==> config.mk <==
export PLATFORM = sky130hd
export DESIGN_NAME = sum_accumulator
export DESIGN_NICKNAME = d
export VERILOG_FILES = /design/src/rtl/sum_acc_pkg.sv /design/src/rtl/sat_add.sv /design/src/rtl/sum_accumulator.sv
export SDC_FILE = /design/constraint.sdc
export NUM_CORES = 1
export LEC_CHECK = 0
export CAP_MARGIN = 20
export CORE_MARGIN = 4
export CORE_UTILIZATION = 40
export CTS_CLUSTER_SIZE = 8
export DETAILED_ROUTE_END_ITERATION = 16
export PLACE_DENSITY = 0.74
export REMOVE_ABC_BUFFERS = 1
export SYNTH_ARGS = -nofsm -noshare
export SYNTH_HDL_FRONTEND = slang
export SYNTH_SLANG_ARGS = --single-unit
export TNS_END_PERCENT = 30
==> constraint.sdc <==
create_clock -name i_clk -period 3.24 [get_ports i_clk]
set_input_delay 0.648 -clock i_clk [delete_from_list [all_inputs] [get_ports i_clk]]
set_output_delay 0.648 -clock i_clk [all_outputs]
set_load 0.02 [all_outputs]
==> src/rtl/sum_acc_pkg.sv <==
// ============================================================================
// Module      : sum_acc_pkg
// Description : Shared types and constants for the batch sum accumulator.
// Revision    : 1.0 - initial release
// ============================================================================
`default_nettype none

package sum_acc_pkg;

  typedef enum logic {
    ACCUM = 1'b0,
    HOLD  = 1'b1
  } sum_acc_state_t;

  // Widest accumulator supported; narrower saturation values are slices of this.
  localparam int unsigned C_MAX_ACC_WIDTH = 128;
  localparam logic [C_MAX_ACC_WIDTH-1:0] c_SAT_ONES = '1;

endpackage : sum_acc_pkg

`default_nettype wire

==> src/rtl/sat_add.sv <==
// ============================================================================
// Module      : sat_add
// Description : Combinational unsigned add that clips to all-ones on carry-out.
// Revision    : 1.0 - initial release
// ============================================================================
`default_nettype none

module sat_add
  import sum_acc_pkg::*;
#(
  parameter int unsigned W = 40
) (
  input  logic [W-1:0] i_a,
  input  logic [W-1:0] i_b,
  output logic [W-1:0] o_sum,
  output logic         o_sat
);

  logic [W:0] w_full;

  assign w_full = {1'b0, i_a} + {1'b0, i_b};
  assign o_sat  = w_full[W];
  assign o_sum  = w_full[W] ? c_SAT_ONES[W-1:0] : w_full[W-1:0];

endmodule : sat_add

`default_nettype wire

==> src/rtl/sum_accumulator.sv <==
// ============================================================================
// Module      : sum_accumulator
// Description : Accumulates COUNT adder results into a saturating batch total
//               and presents it on a valid/ready port.
// Revision    : 1.0 - initial release
// ============================================================================
`default_nettype none

module sum_accumulator
  import sum_acc_pkg::*;
#(
  parameter int unsigned WIDTH     = 32,
  parameter int unsigned ACC_WIDTH = 40,
  parameter int unsigned COUNT     = 4,
  parameter int unsigned CNT_W     = $clog2(COUNT + 1)
) (
  input  logic                 i_clk,
  input  logic                 i_rst,
  input  logic                 i_sum_valid,
  output logic                 o_sum_ready,
  input  logic [WIDTH-1:0]     i_sum,
  input  logic                 i_overflow,
  input  logic                 i_flush,
  output logic                 o_valid,
  input  logic                 i_ready,
  output logic [ACC_WIDTH-1:0] o_acc,
  output logic [CNT_W-1:0]     o_count,
  output logic                 o_saturated
);

  if (ACC_WIDTH < WIDTH + 1) begin : g_acc_width_check
    $error("sum_accumulator: ACC_WIDTH must be >= WIDTH+1");
  end
  if (ACC_WIDTH > C_MAX_ACC_WIDTH) begin : g_acc_max_check
    $error("sum_accumulator: ACC_WIDTH exceeds supported maximum");
  end
  if (COUNT < 1) begin : g_count_check
    $error("sum_accumulator: COUNT must be >= 1");
  end

  sum_acc_state_t       state_q, state_d;
  logic [ACC_WIDTH-1:0] acc_q, acc_d;
  logic [CNT_W-1:0]     cnt_q, cnt_d;
  logic                 sat_q, sat_d;
  logic                 valid_q, valid_d;
  logic [ACC_WIDTH-1:0] out_acc_q, out_acc_d;
  logic [CNT_W-1:0]     out_cnt_q, out_cnt_d;
  logic                 out_sat_q, out_sat_d;

  logic                 w_beat;
  logic                 w_close;
  logic [ACC_WIDTH-1:0] w_addend;
  logic [ACC_WIDTH-1:0] w_sum;
  logic                 w_add_sat;
  logic [ACC_WIDTH-1:0] w_acc_upd;
  logic [CNT_W-1:0]     w_cnt_upd;
  logic                 w_sat_upd;

  assign o_sum_ready = (state_q == ACCUM);
  assign w_beat      = i_sum_valid && o_sum_ready;
  assign w_addend    = ACC_WIDTH'({i_overflow, i_sum});

  sat_add #(
    .W (ACC_WIDTH)
  ) u_sat_add (
    .i_a   (acc_q),
    .i_b   (w_addend),
    .o_sum (w_sum),
    .o_sat (w_add_sat)
  );

  // Values the batch would hold after this cycle's beat, if one is accepted.
  assign w_acc_upd = w_beat ? w_sum : acc_q;
  assign w_cnt_upd = w_beat ? (cnt_q + CNT_W'(1)) : cnt_q;
  assign w_sat_upd = sat_q | (w_beat & w_add_sat);

  assign w_close = (w_beat && (w_cnt_upd == CNT_W'(COUNT))) ||
                   (i_flush && ((cnt_q != '0) || w_beat));

  always_comb begin
    state_d   = state_q;
    acc_d     = acc_q;
    cnt_d     = cnt_q;
    sat_d     = sat_q;
    valid_d   = valid_q;
    out_acc_d = out_acc_q;
    out_cnt_d = out_cnt_q;
    out_sat_d = out_sat_q;
    case (state_q)
      ACCUM: begin
        acc_d = w_acc_upd;
        cnt_d = w_cnt_upd;
        sat_d = w_sat_upd;
        if (w_close) begin
          state_d   = HOLD;
          valid_d   = 1'b1;
          out_acc_d = w_acc_upd;
          out_cnt_d = w_cnt_upd;
          out_sat_d = w_sat_upd;
        end
      end
      HOLD: begin
        // Handshake cycle is the bubble: no beat is taken while leaving HOLD.
        if (i_ready) begin
          state_d = ACCUM;
          valid_d = 1'b0;
          acc_d   = '0;
          cnt_d   = '0;
          sat_d   = 1'b0;
        end
      end
      default: state_d = ACCUM;
    endcase
  end

  always_ff @(posedge i_clk) begin
    if (i_rst) begin
      state_q   <= ACCUM;
      acc_q     <= '0;
      cnt_q     <= '0;
      sat_q     <= 1'b0;
      valid_q   <= 1'b0;
      out_acc_q <= '0;
      out_cnt_q <= '0;
      out_sat_q <= 1'b0;
    end else begin
      state_q   <= state_d;
      acc_q     <= acc_d;
      cnt_q     <= cnt_d;
      sat_q     <= sat_d;
      valid_q   <= valid_d;
      out_acc_q <= out_acc_d;
      out_cnt_q <= out_cnt_d;
      out_sat_q <= out_sat_d;
    end
  end

  assign o_valid     = valid_q;
  assign o_acc       = out_acc_q;
  assign o_count     = out_cnt_q;
  assign o_saturated = out_sat_q;

  // Upstream must not offer data it cannot hold while we are not ready.
  a_no_dropped_beat : assert property (@(posedge i_clk) disable iff (i_rst)
    !(i_sum_valid && !o_sum_ready));

endmodule : sum_accumulator

`default_nettype wire

==> results of run 1 <==
-- state kept, by name, summed over array words and instances, names as in the netlist --
register and flops:
o_valid 1, cnt_q 3, state_q 1, o_saturated 1
acc_q 40, sat_q 1, o_count 3, o_acc 40
-- kinds of logic (layout without fill, tap and decap cells) --
| logic type | count (synthesis) | in the layout |
|---|---|---|
| flip-flops | 90 | 90 |
| adder cells (fa/ha/maj) | 36 | 36 |
| XOR/XNOR | 25 | 25 |
| buffers and inverters | 67 | 258 |
| AND/OR/NAND/NOR | 256 | 256 |
| AO/OA/AOI/OAI | 286 | 286 |
| multiplexers | 3 | 3 |
-- layout make-up --
type                    instances  area (µm²)
clock buffers                  10         239
clock inverters                 6        50.0
fillers                      1310        5880
inverters                      20        75.1
multi-input cells             606        3940
flip-flops and latches         90        1800
well taps                     180         225
repair buffers                222        1880
-- worst paths after layout --
check                                from         to  slack [ns]  cells after the start
worst max-delay path             i_sum[0]  o_acc[33]        0.05                     11
worst min-delay path            o_acc[27]  o_acc[27]        0.45                      2
worst max register to register  acc_q[22]  o_acc[37]        0.41                      9
worst min register to register  o_acc[27]  o_acc[27]        0.45                      2
-- critical path, delay by kind of cell --
family	cells	cell delay, ns
AO/OA/AOI/OAI	6	1.13
AND/OR/NAND/NOR	2	0.65
buffers and inverters	1	0.41
adder cells (fa/ha/maj)	2	0.61
-- timing repair --
item                                    in CTS  in global routing
setup buffers                                1                  6
endpoints found under the setup margin       9                 65
pin swaps                                    1                 15
gates resized for setup                      2                 37
hold endpoints to repair                     0                  0
-- synthesized netlist by cell type, types with 7 or more instances --
| master | n | area [µm²] |
|---|---|---|
| nor3_1 | 26 | 130 |
| clkbuf_1 | 36 | 135 |
| nand2_1 | 72 | 270 |
| o21ai_0 | 51 | 255 |
| a21o_1 | 12 | 90.1 |
| o211ai_1 | 11 | 82.6 |
| a211oi_1 | 20 | 150 |
| nor2_1 | 85 | 319 |
| dfxtp_1 | 90 | 1800 |
| ha_1 | 35 | 438 |
| a21oi_1 | 92 | 460 |
| a31oi_1 | 20 | 125 |
| nand3_1 | 24 | 120 |
| inv_1 | 20 | 75.1 |
| xor2_1 | 8 | 70.1 |
| xnor2_1 | 17 | 149 |
| nand4_1 | 7 | 43.8 |
| o31ai_1 | 7 | 52.6 |
-- report_power, final --
group          switching (W)  internal, W  leakage, nW
clock               0.000507     0.000551        0.141
sequential         0.0000797      0.00121        0.738
combinational       0.000838     0.000741         2.37
-- per-layer routing --
layer,GRT usage,up-vias,part of all wire
li1,-,3199,-
met1,0.299,3030,0.45
met2,0.378,229,0.47
met3,0.0432,34,0.055
met4,0.0704,0,0.024
met5,0,-,0
-- per-stage QoR --
stage	hold WS [ns]	cell area (µm²)	total power (W)	TNS [ns]
2_1_floorplan	0.431	5650	0.00213	-32.80
3_3_place_gp	0.439	7720	0.00279	-19.13
3_5_place_dp	0.444	7720	0.00280	-22.84
4_1_cts	0.453	8020	0.00387	-0.00514
5_1_grt	0.483	8210	0.00412	-0.120
6_report	0.453	8210	0.00393	0
==> impl_metrics.json, run 1 <==
{
  "status": "finished clean",
  "final_cell_mix": "137 x buf_4, 90 x dfxtp_1, 86 x a21oi_1",
  "ys.warnings.count": 0,
  "portBuffers": 83,
  "htreeDepth": 3,
  "drt_first_pass_iters": 5,
  "path_class": "input port to flip-flop",
  "clk_pin_slew_ns": 0.07,
  "crit_path_start_kind": "input port",
  "hpwl_um": 14100,
  "coreArea_um2": 14100,
  "synthMuxAreaShare": 0.00514,
  "clock.fmax_mhz": 313,
  "mostFrequentLayoutCell": "buf_4",
  "synth_compound_area_frac": 0.322,
  "drc": 0,
  "synth-seq-cells": 90,
  "slowest_stage": "or4_1",
  "cts_root_buf": "clkbuf_16",
  "clock_latency_ns": 0.36,
  "instances_no_fill": 1134,
  "start_util": 0.414,
  "synth_top_family_by_area": "compound AO/OA/AOI/OAI gates",
  "post_synth_xor_area_fraction": 0.0375,
  "grt_start_max_net_pins": 69,
  "required_ns": 3.49,
  "hold_viol_final": 0,
  "drt-initial-drc-count": 540,
  "power_per_cell_area_nw_per_um2": 478,
  "hold_path.class": "flip-flop to flip-flop",
  "syn_avg_cell_area_um2": 7.65,
  "worst_setup_path_end_kind": "flip-flop",
  "worst_slack_ns": 0.0492,
  "setup_viol": 0,
  "seq_area_frac_synth": 0.309,
  "ir_drop_mv": 0.353,
  "fin_nets": 1023,
  "cts_tree": "yes",
  "drive_gt1_frac": 0.215,
  "grt_antenna_before_repair": 0,
  "ys_async_sr_fraction": 0,
  "io_pins": 84,
  "synth_simple_gate_area_frac": 0.203,
  "cts_buffers": 9,
  "synthAdderAreaFrac": 0.0784,
  "wl_um": 19400,
  "synth-edff-count": 0,
  "maxSlewHeadroom": 0.415,
  "placedCellCount": 1112,
  "grt_use_total": 0.228,
  "synth_cells": 763,
  "grt_overflow_total": 0,
  "drv_cap": 0,
  "synth.distinct_cells": 70,
  "die_x_um": 129,
  "crit_path_max_incr_delay_ns": 0.54,
  "wl_per_cell_um": 17.1,
  "fin_crit_ns": 3.19,
  "synth_area_um2": 5840,
  "worst_pin_slew_ns": 0.876,
  "place_ws_ns": -0.437,
  "skew_ns": 0.0127,
  "finalCritPeriodShare": 0.985,
  "grt_pass1_vias": 6231,
  "area_growth_pct": 40.6,
  "cts_buffer_depth": 2,
  "power.leakage_nw": 3.24,
  "vias": 6492,
  "n_antenna_cell": 0,
  "rsz0062_at_grt": "yes",
  "utilization": 0.583,
  "grt_pass1_wl_um": 30500,
  "worstPathArrival_ns": 3.44,
  "die-area_um2": 16600,
  "critPathMaxFanout": 5,
  "synth_top_flop_cell": "dfxtp_1",
  "crit_chain": "clkdlybuf4s50_1, ha_2, fa_2, a211oi_2, o21ai_2, o21ai_4, o31ai_4, a31oi_4, nand2_2, or4_1, o311a_1",
  "routabilityCongestion": 0.900,
  "die_h_um": 129,
  "slew_violations": 0,
  "via_per_inst": 5.72,
  "detail-route-antenna-nets": 0,
  "cts_num_sinks": 90,
  "cts_hold_buf": 0,
  "rows": 43
}
Note: power is estimated with default switching activity, not from simulation.
==> run 2, diff against run 1 <==
--- a/config.mk
+++ b/config.mk
@@ -10,6 +10,7 @@
 export CORE_UTILIZATION = 40
 export CTS_CLUSTER_SIZE = 8
 export DETAILED_ROUTE_END_ITERATION = 16
+export GPL_TIMING_DRIVEN = 0
 export PLACE_DENSITY = 0.74
 export REMOVE_ABC_BUFFERS = 1
 export SYNTH_ARGS = -nofsm -noshare
==> impl_metrics.json, run 2 (same netlist as run 1, synthesis figures left out) <==
{
  "n_antenna_cell": 0,
  "via_per_inst": 6.04,
  "routabilityCongestion": 0.903,
  "cts_hold_buf": 0,
  "final_area_um2": 7780,
  "maxSlewHeadroom": 0.327,
  "worstPathArrival_ns": 3.49,
  "wl_per_cell_um": 18.3,
  "drv_cap": 0,
  "ir_drop_mv": 0.298,
  "cts_buffers": 9,
  "fin_nets": 915,
  "fin_crit_ns": 3.24,
  "placed_cell_area_um2": 6820,
  "detail-route-antenna-nets": 0,
  "crit_path_max_incr_delay_ns": 0.50,
  "grt_use_total": 0.213,
  "drive_gt1_frac": 0.149,
  "grt_pass1_wl_um": 28800,
  "mostFrequentLayoutCell": "dfxtp_1",
  "portBuffers": 83,
  "required_ns": 3.48,
  "final_cell_mix": "90 x dfxtp_1, 83 x a21oi_1, 83 x nor2_1",
  "rows": 43,
  "hold_viol_final": 0,
  "power_w": 0.00380,
  "critPathLaunch": "i_sum[17]",
  "finalCritPeriodShare": 1.00,
  "nFillCells": 1279,
  "power.leakage_nw": 2.82,
  "drt_first_pass_iters": 7,
  "hold_start": "o_acc[29]",
  "rsz0062_at_grt": "yes",
  "die_x_um": 129,
  "start_util": 0.414,
  "cts_root_buf": "clkbuf_16",
  "drc": 0,
  "clock_latency_ns": 0.36,
  "worst_slack_ns": -0.00499,
  "crit_chain": "clkdlybuf4s50_1, ha_1, a21oi_1, o21ai_4, a22oi_1, a211oi_2, o211ai_4, buf_12, nand2_8, or4_4, o311a_1",
  "utilization": 0.552,
  "place_ws_ns": -1.23,
  "rr_startpoint": "acc_q[0]",
  "setup_viol": 1,
  "whs_path_depth": 2,
  "hpwl_um": 12300,
  "grt_overflow_total": 0,
  "die-area_um2": 16600,
  "worstReg2RegEnd": "o_acc[33]",
  "cts_tree": "yes",
  "clock.fmax_mhz": 308,
  "area_growth_pct": 33.2,
  "drt-initial-drc-count": 487,
  "grt_pass1_vias": 5764,
  "rrSetupSlack_ns": 0.30,
  "fin_hold_ws_ns": 0.448,
  "worst_setup_path_end_kind": "flip-flop",
  "wl_um": 18800,
  "hold_end": "o_acc[29]",
  "cts_num_sinks": 90,
  "hold_path.class": "flip-flop to flip-flop",
  "r2r_cells": 12,
  "htreeDepth": 3,
  "violations": "negative setup slack",
  "slowest_stage": "or4_4",
  "clk_pin_slew_ns": 0.06,
  "crit_path_start_kind": "input port",
  "grt_start_max_net_pins": 49,
  "die_h_um": 129,
  "critPathMaxFanout": 7,
  "status": "finished with violations",
  "cts_buffer_depth": 2,
  "io_pins": 84,
  "grt_antenna_before_repair": 0,
  "worst_pin_slew_ns": 1.00,
  "path_class": "input port to flip-flop",
  "skew_ns": 0.00741,
  "slew_violations": 0,
  "coreArea_um2": 14100,
  "power_per_cell_area_nw_per_um2": 489,
  "vias": 6201
}
## run 2: stage by stage
step | TNS, ns | instances
after floorplan | -32.80 | 716
after global placement | -250.47 | 979
after detailed placement | -61.48 | 984
after CTS | -0.711 | 1010
after global routing | -0.235 | 1026
final | -0.00499 | 1026
## run 2: power by group
group | internal [W] | switching, W
clock network | 0.000643 | 0.000470
registers | 0.00121 | 0.0000820
logic | 0.000581 | 0.000816
## run 2: area by class of cell
class	count	area, µm²	share of cell area
clock buffer	11	253	0.0325
clock inverter	5	62.6	0.00804
inverter	20	75.1	0.00965
multi-input combinational	609	4230	0.544
sequential	90	1800	0.232
tap	180	225	0.0290
timing repair buffer	111	1130	0.145
## run 2: worst max path at each step
| stage | end | depth (start not counted) | slack (ns) |
|---|---|---|---|
| 6_report | o_acc[33] | 11 | -0.005 |
| 5_1_grt | o_acc[18] | 12 | -0.06 |
| 2_1_floorplan | o_acc[26] | 4 | -1.06 |
| 4_1_cts | o_acc[33] | 11 | -0.11 |
| 3_3_place_gp | o_acc[22] | 5 | -4.14 |
| 3_5_place_dp | o_acc[33] | 11 | -1.23 |
## run 2: critical path, delay by kind of cell
kind	cells	cell delay [ns]
buf+inv	2	0.60
simple gates	2	0.57
fa+ha+maj	1	0.40
compound gates	6	1.26
## run 2: what timing repair did
action | CTS | global route
cloned | 2 | 1
endpoints found under the setup margin | 71 | 69
buffers inserted | 8 | 15
endpoints found under the hold margin | 0 | 0
pin swaps | 8 | 18
gates resized for setup | 21 | 69
## run 2: per-layer routing
| metal | vias up | part of all wire | wire [µm] | GRT usage |
|---|---|---|---|---|
| li1 | 3000 | - | - | - |
| met1 | 2928 | 0.43 | 8090 | 0.281 |
| met2 | 248 | 0.48 | 8980 | 0.355 |
| met3 | 25 | 0.076 | 1430 | 0.0502 |
| met4 | 0 | 0.016 | 294 | 0.0500 |
| met5 | - | 0 | 0 | 0 |
